File: config.mk
export PLATFORM = sky130hd
export DESIGN_NAME = link_watchdog
export DESIGN_NICKNAME = d
export VERILOG_FILES = /design/src/rtl/link_watchdog.sv
export SDC_FILE = /design/constraint.sdc
export NUM_CORES = 1
export LEC_CHECK = 0
export CORE_UTILIZATION = 50
export DETAILED_ROUTE_END_ITERATION = 10
export HOLD_SLACK_MARGIN = 0.15
export PLACE_DENSITY = 0.85
export SKIP_CTS_REPAIR_TIMING = 1
export SLEW_MARGIN = 20
export SYNTH_ARGS = -nofsm -noshare
export SYNTH_HDL_FRONTEND = slang
export SYNTH_SLANG_ARGS = --single-unit
File: constraint.sdc
create_clock -name clk -period 3.54 [get_ports clk]
set_input_delay 0.354 -clock clk [delete_from_list [all_inputs] [get_ports clk]]
set_output_delay 0.354 -clock clk [all_outputs]
set_load 0.005 [all_outputs]
File: src/rtl/link_watchdog.sv
// Command-link watchdog: trips safe_stop when host writes stop for longer than
// a programmable millisecond timeout, and reports trips/status via readback.
module link_watchdog #(
  parameter int unsigned CLK_FREQ           = 50000000,
  parameter int unsigned DEFAULT_TIMEOUT_MS = 200
) (
  input  logic        clk,
  input  logic        rst,
  input  logic [23:0] in_data,
  input  logic [3:0]  in_ctrl,
  input  logic        in_wr,
  input  logic        any_wr,
  output logic [23:0] out_data,
  output logic [3:0]  out_ctrl,
  output logic        out_wr,
  input  logic        out_wr_rdy,
  output logic        safe_stop
);

  localparam int unsigned DIV_RAW = CLK_FREQ / 1000;
  localparam int unsigned DIV     = (DIV_RAW > 1) ? DIV_RAW : 1;
  localparam int unsigned PW      = (DIV > 1) ? $clog2(DIV) : 1;
  localparam int unsigned CW      = 16;
  localparam logic [PW-1:0] PRESC_MAX   = PW'(DIV - 1);
  localparam logic [CW-1:0] DEF_TIMEOUT = CW'(DEFAULT_TIMEOUT_MS);

  typedef enum logic [1:0] {
    ST_DISABLED = 2'd0,
    ST_ARMED    = 2'd1,
    ST_TRIPPED  = 2'd2
  } state_t;

  localparam state_t RESET_STATE = (DEFAULT_TIMEOUT_MS == 0) ? ST_DISABLED : ST_ARMED;

  state_t        r_state, w_state_nxt;
  logic [PW-1:0] r_presc, w_presc_nxt;
  logic [CW-1:0] r_cnt, w_cnt_nxt;
  logic [CW-1:0] r_timeout, w_timeout_nxt;
  logic [CW-1:0] r_trip_count, w_trip_count_nxt;
  logic          r_pend_trip, w_pend_trip_nxt;
  logic          r_pend_status, w_pend_status_nxt;
  logic          r_safe_stop;
  logic [23:0]   r_out_data, w_out_data_nxt;
  logic [3:0]    r_out_ctrl, w_out_ctrl_nxt;
  logic          r_out_wr;
  logic          w_ms_tick;
  logic          w_cmd_set, w_cmd_clr, w_cmd_qry;
  logic          w_trip, w_issue;
  logic [CW-1:0] w_new_to;
  logic          w_unused;

  assign w_ms_tick = (r_presc == PRESC_MAX);
  assign w_cmd_set = in_wr && (in_ctrl == 4'd0);
  assign w_cmd_clr = in_wr && (in_ctrl == 4'd1);
  assign w_cmd_qry = in_wr && (in_ctrl == 4'd2);
  assign w_new_to  = in_data[15:0];
  assign w_unused  = ^in_data[23:16];

  assign out_data  = r_out_data;
  assign out_ctrl  = r_out_ctrl;
  assign out_wr    = r_out_wr;
  assign safe_stop = r_safe_stop;

  // Next-state, counter, trip and readback-issue logic
  always_comb begin
    w_state_nxt       = r_state;
    w_cnt_nxt         = r_cnt;
    w_timeout_nxt     = r_timeout;
    w_trip            = 1'b0;
    w_presc_nxt       = w_ms_tick ? '0 : r_presc + PW'(1);
    w_out_data_nxt    = r_out_data;
    w_out_ctrl_nxt    = r_out_ctrl;

    case (r_state)
      ST_DISABLED: begin
        w_cnt_nxt = '0;
        if (w_cmd_set) begin
          w_timeout_nxt = w_new_to;
          if (w_new_to != '0) w_state_nxt = ST_ARMED;
        end
      end
      ST_ARMED: begin
        if (w_cmd_set) begin
          w_timeout_nxt = w_new_to;
          w_cnt_nxt     = '0;
          if (w_new_to == '0) w_state_nxt = ST_DISABLED;
        end else if (any_wr) begin
          // Kick wins over a coincident tick
          w_cnt_nxt = '0;
        end else if (w_ms_tick) begin
          if (r_cnt == r_timeout - CW'(1)) begin
            w_trip      = 1'b1;
            w_state_nxt = ST_TRIPPED;
          end else begin
            w_cnt_nxt = r_cnt + CW'(1);
          end
        end
      end
      ST_TRIPPED: begin
        if (w_cmd_set) begin
          w_timeout_nxt = w_new_to;
          w_cnt_nxt     = '0;
          if (w_new_to == '0) w_state_nxt = ST_DISABLED;
        end else if (w_cmd_clr) begin
          w_cnt_nxt   = '0;
          w_state_nxt = (r_timeout == '0) ? ST_DISABLED : ST_ARMED;
        end
      end
      default: begin
        w_cnt_nxt   = '0;
        w_state_nxt = ST_DISABLED;
      end
    endcase

    w_trip_count_nxt = (w_trip && (r_trip_count != 16'hFFFF)) ? r_trip_count + CW'(1)
                                                              : r_trip_count;

    // One issue at most every other cycle; trip message has priority
    w_issue = (r_pend_trip || r_pend_status) && out_wr_rdy && !r_out_wr;
    if (w_issue) begin
      if (r_pend_trip) begin
        w_out_ctrl_nxt = 4'h1;
        w_out_data_nxt = {8'h00, r_trip_count};
      end else begin
        w_out_ctrl_nxt = 4'h2;
        w_out_data_nxt = {r_state, 6'b0, r_cnt};
      end
    end

    w_pend_trip_nxt   = (r_pend_trip && !w_issue) || w_trip;
    w_pend_status_nxt = (r_pend_status && !(w_issue && !r_pend_trip)) || w_cmd_qry;
  end

  // State and datapath registers
  always_ff @(posedge clk) begin
    if (rst) begin
      r_state       <= RESET_STATE;
      r_presc       <= '0;
      r_cnt         <= '0;
      r_timeout     <= DEF_TIMEOUT;
      r_trip_count  <= '0;
      r_pend_trip   <= 1'b0;
      r_pend_status <= 1'b0;
      r_safe_stop   <= 1'b0;
      r_out_data    <= '0;
      r_out_ctrl    <= '0;
      r_out_wr      <= 1'b0;
    end else begin
      r_state       <= w_state_nxt;
      r_presc       <= w_presc_nxt;
      r_cnt         <= w_cnt_nxt;
      r_timeout     <= w_timeout_nxt;
      r_trip_count  <= w_trip_count_nxt;
      r_pend_trip   <= w_pend_trip_nxt;
      r_pend_status <= w_pend_status_nxt;
      r_safe_stop   <= (w_state_nxt == ST_TRIPPED);
      r_out_data    <= w_out_data_nxt;
      r_out_ctrl    <= w_out_ctrl_nxt;
      r_out_wr      <= w_issue;
    end
  end

endmodule

==> reports/metrics.yaml <==
synthesis:
  ys_seq_elements: 90
  synth_top_family_by_area: "simple AND/OR/NAND/NOR gates"
  yosys_warnings: 0
  synth_xor_area_share_pct: 6.06
  avgSynthCellArea_um2: 8.42
  syn_inst: 567
  synth.cell_area_mm2: 0.00477
  yosysSeqAreaShare_pct: 37.8
  synth_fa_ha_area_share_pct: 1.05
  ys_types: 65
  ys.flop_type: "dfxtp_1"
  synth-edff-count: 0
  synth_compound_area_share_pct: 14.9
  yosys.area_share.simple_pct: 27.6
  yosys-mux-area-fraction_pct: 7.60
  async_reset_ff_share_pct: 0
die:
  die_h_um: 99.7
  ios: 63
  die_x_um: 99.7
  num_rows: 35
  initial_core_util_pct: 51.6
  dieArea_mm2: 0.00994
  core_area_mm2: 0.00924
finish:
  fin_area_mm2: 0.00547
  final_cells: 734
  final_common_cell: "dfxtp_1"
  fin_nets: 637
  antennaDiodeCount: 0
  areaGrowthSynthToFinish_pct: 14.5
  drive_gt1_share_pct: 7.93
  final_cell_mix: "90 x dfxtp_1, 76 x nor2_1, 45 x clkdlybuf4s50_1, 39 x nand2_1, 34 x mux2i_1"
sta:
  hold_violations: 0
  tightest_slew_ps: 641
  grt_setup_unrepaired: "no"
  fin_skew_ps: 20.6
  max_freq_ghz: 0.322
  slew-limit-headroom_pct: 56.9
  finalSetupTns_ps: 0
  setup_ws_ps: 431
  setup_viol_count_final: 0
  final_max_slew_viol_count: 0
  period_needed_ps: 3110
  fin_crit_sh_pct: 87.8
clock_network:
  cts_made_buffers: 9
  clk_pin_slew_ps: 110
  cts-root-buf: "clkbuf_8"
  clock_latency_ps: 370
  htree_levels: 3
  ctsLongestPathBuffers: 2
  clkSinkCount: 90
  cts_tree: "done"
critical_path:
  cp_num_cells: 10
  rr_worst_depth: 10
  crit_type: "reg2reg"
  setup.worst_path.start_class: "flip-flop"
  worst-path-buf-inv: 1
  crit_chain: "inv_1, ha_1, or3b_1, nor3_1, o2111ai_1, a22oi_1, and4_4, nand3b_4, nor4_1, mux2_2"
  r2r_setup_slack_ps: 430
  cpMaxStageDelayCell: "or3b_1"
  crit_arrival_ps: 3390
  reg2reg_from: "r_timeout[0]"
  reg2reg_to: "r_trip_count[10]"
  cp_max_fo: 26
  startpoint: "r_timeout[0]"
  cp_top_family: "simple AND/OR/NAND/NOR gates"
  critical_path.max_stage_delay_ps: 450
  worstSetupEndpoint: "r_trip_count[10]"
  required_ps: 3820
  crit_path_end_kind: "flip-flop"
route:
  wl_per_cell_um: 16.0
  vias: 4327
  routed_wl_mm: 11.8
  ant_nets: 0
  drt_iter0_drc: 302
  drc: 0
  viasPerCell: 5.90
  drtPass1Iterations: 5
pwr:
  power.total_w: 0.00183
  ir_worst_vdd_v: 0.000170
  p_leak_nw: 1.78
  power.density_mw_per_mm2: 336
placement:
  gp_congestion: 0.917
  placedCellCount: 718
  hpwl_mm: 8.63
  dpl_worst_slack_ps: 454
  dpl-instance-area_mm2: 0.00527
  numPortBuffers: 46
global_route:
  overflow: 0
  grt_pass1_wl_mm: 19.8
  grt_max_degree: 64
  track_usage_pct: 24.8
  antenna_found_initial: 0
  grt_pass1_vias: 4133
job:
  drv_cap: 0
outcome:
  status: "completed"
min_path:
  hp-class: "in2reg"
layer usage:
| layer | track usage [%] | share of wire [%] | up-vias |
|---|---|---|---|
| li1 | - | - | 2109 |
| met1 | 31.7 | 44 | 2045 |
| met2 | 42.0 | 49 | 148 |
| met3 | 3.30 | 4.7 | 25 |
| met4 | 10.5 | 2.4 | 0 |
| met5 | 0 | 0 | - |
synth_stat cells (3+ instances only):
master / n / share of area [%]
and4_1: 3 / 0.55
xor2_1: 20 / 3.7
a31oi_1: 3 / 0.39
buf_1: 5 / 0.39
o21ai_0: 20 / 2.1
nand2b_1: 3 / 0.39
xnor2_1: 13 / 2.4
inv_1: 13 / 1.0
buf_4: 9 / 1.4
nand2_1: 39 / 3.1
nor2_1: 77 / 6.1
nand3_1: 19 / 2.0
mux2i_1: 34 / 7.1
nor3_1: 18 / 1.9
or3_1: 14 / 1.8
clkbuf_1: 17 / 1.3
and3_1: 10 / 1.3
o2111ai_1: 7 / 1.3
or4_1: 11 / 1.7
or2_2: 6 / 0.79
a21oi_1: 32 / 3.4
o31ai_1: 9 / 1.4
nand4_1: 13 / 1.7
ha_1: 4 / 1.0
nor2b_1: 5 / 0.66
a211oi_1: 17 / 2.7
nor4_1: 8 / 1.0
dfxtp_1: 90 / 38
worst min-delay path, delay by kind of cell:
| family | cells | cell delay (ps) |
|---|---|---|
| buf+inv | 3 | 310 |
| simple gates | 1 | 70 |
worst min path at each step:
stage | from | endpoint | slack [ps] | depth (start not counted)
after CTS | rst | r_timeout[7] | 400 | 4
final | rst | r_timeout[7] | 400 | 4
after detailed placement | r_presc[0] | r_presc[0] | 450 | 1
after global routing | rst | r_timeout[7] | 420 | 4
after global placement | r_presc[0] | r_presc[0] | 430 | 1
after floorplan | r_presc[0] | r_presc[0] | 410 | 1
stage by stage:
step,util [%],hold slack (ps)
after floorplan,-,413
after global placement,57.1,431
after detailed placement,57.1,447
after CTS,59.1,396
after global routing,59.1,417
final,59.1,402
area by class of cell:
type | count | area, um2
clock buffers | 10 | 138
multi-input cells | 435 | 2770
repair buffers | 51 | 493
flip-flops and latches | 90 | 1800
clock inverters | 6 | 55.1
inverters | 13 | 48.8
fillers | 826 | 3770
well taps | 129 | 161
state kept, by name, indices dropped and copies added (netlist names):
register	cells
safe_stop	1
r_timeout	16
r_trip_count	16
out_ctrl	2
r_pend_status	1
r_state	2
r_pend_trip	1
r_presc	16
out_wr	1
out_data	18
r_cnt	16
kinds of logic after synthesis:
| kind of cell | after synthesis |
|---|---|
| buffers and inverters | 49 |
| multiplexers | 36 |
| AND/OR/NAND/NOR | 246 |
| other | 1 |
| XOR/XNOR | 33 |
| adder cells (fa/ha/maj) | 4 |
| flip-flops | 90 |
| AO/OA/AOI/OAI | 108 |
power by group:
part	internal [W]	switching, W
clock	0.000289	0.000410
combinational	0.0000485	0.0000595
sequential	0.00102	0.00000750
total	0.00136	0.000477
No activity file was read; power rests on OpenSTA's default activity.
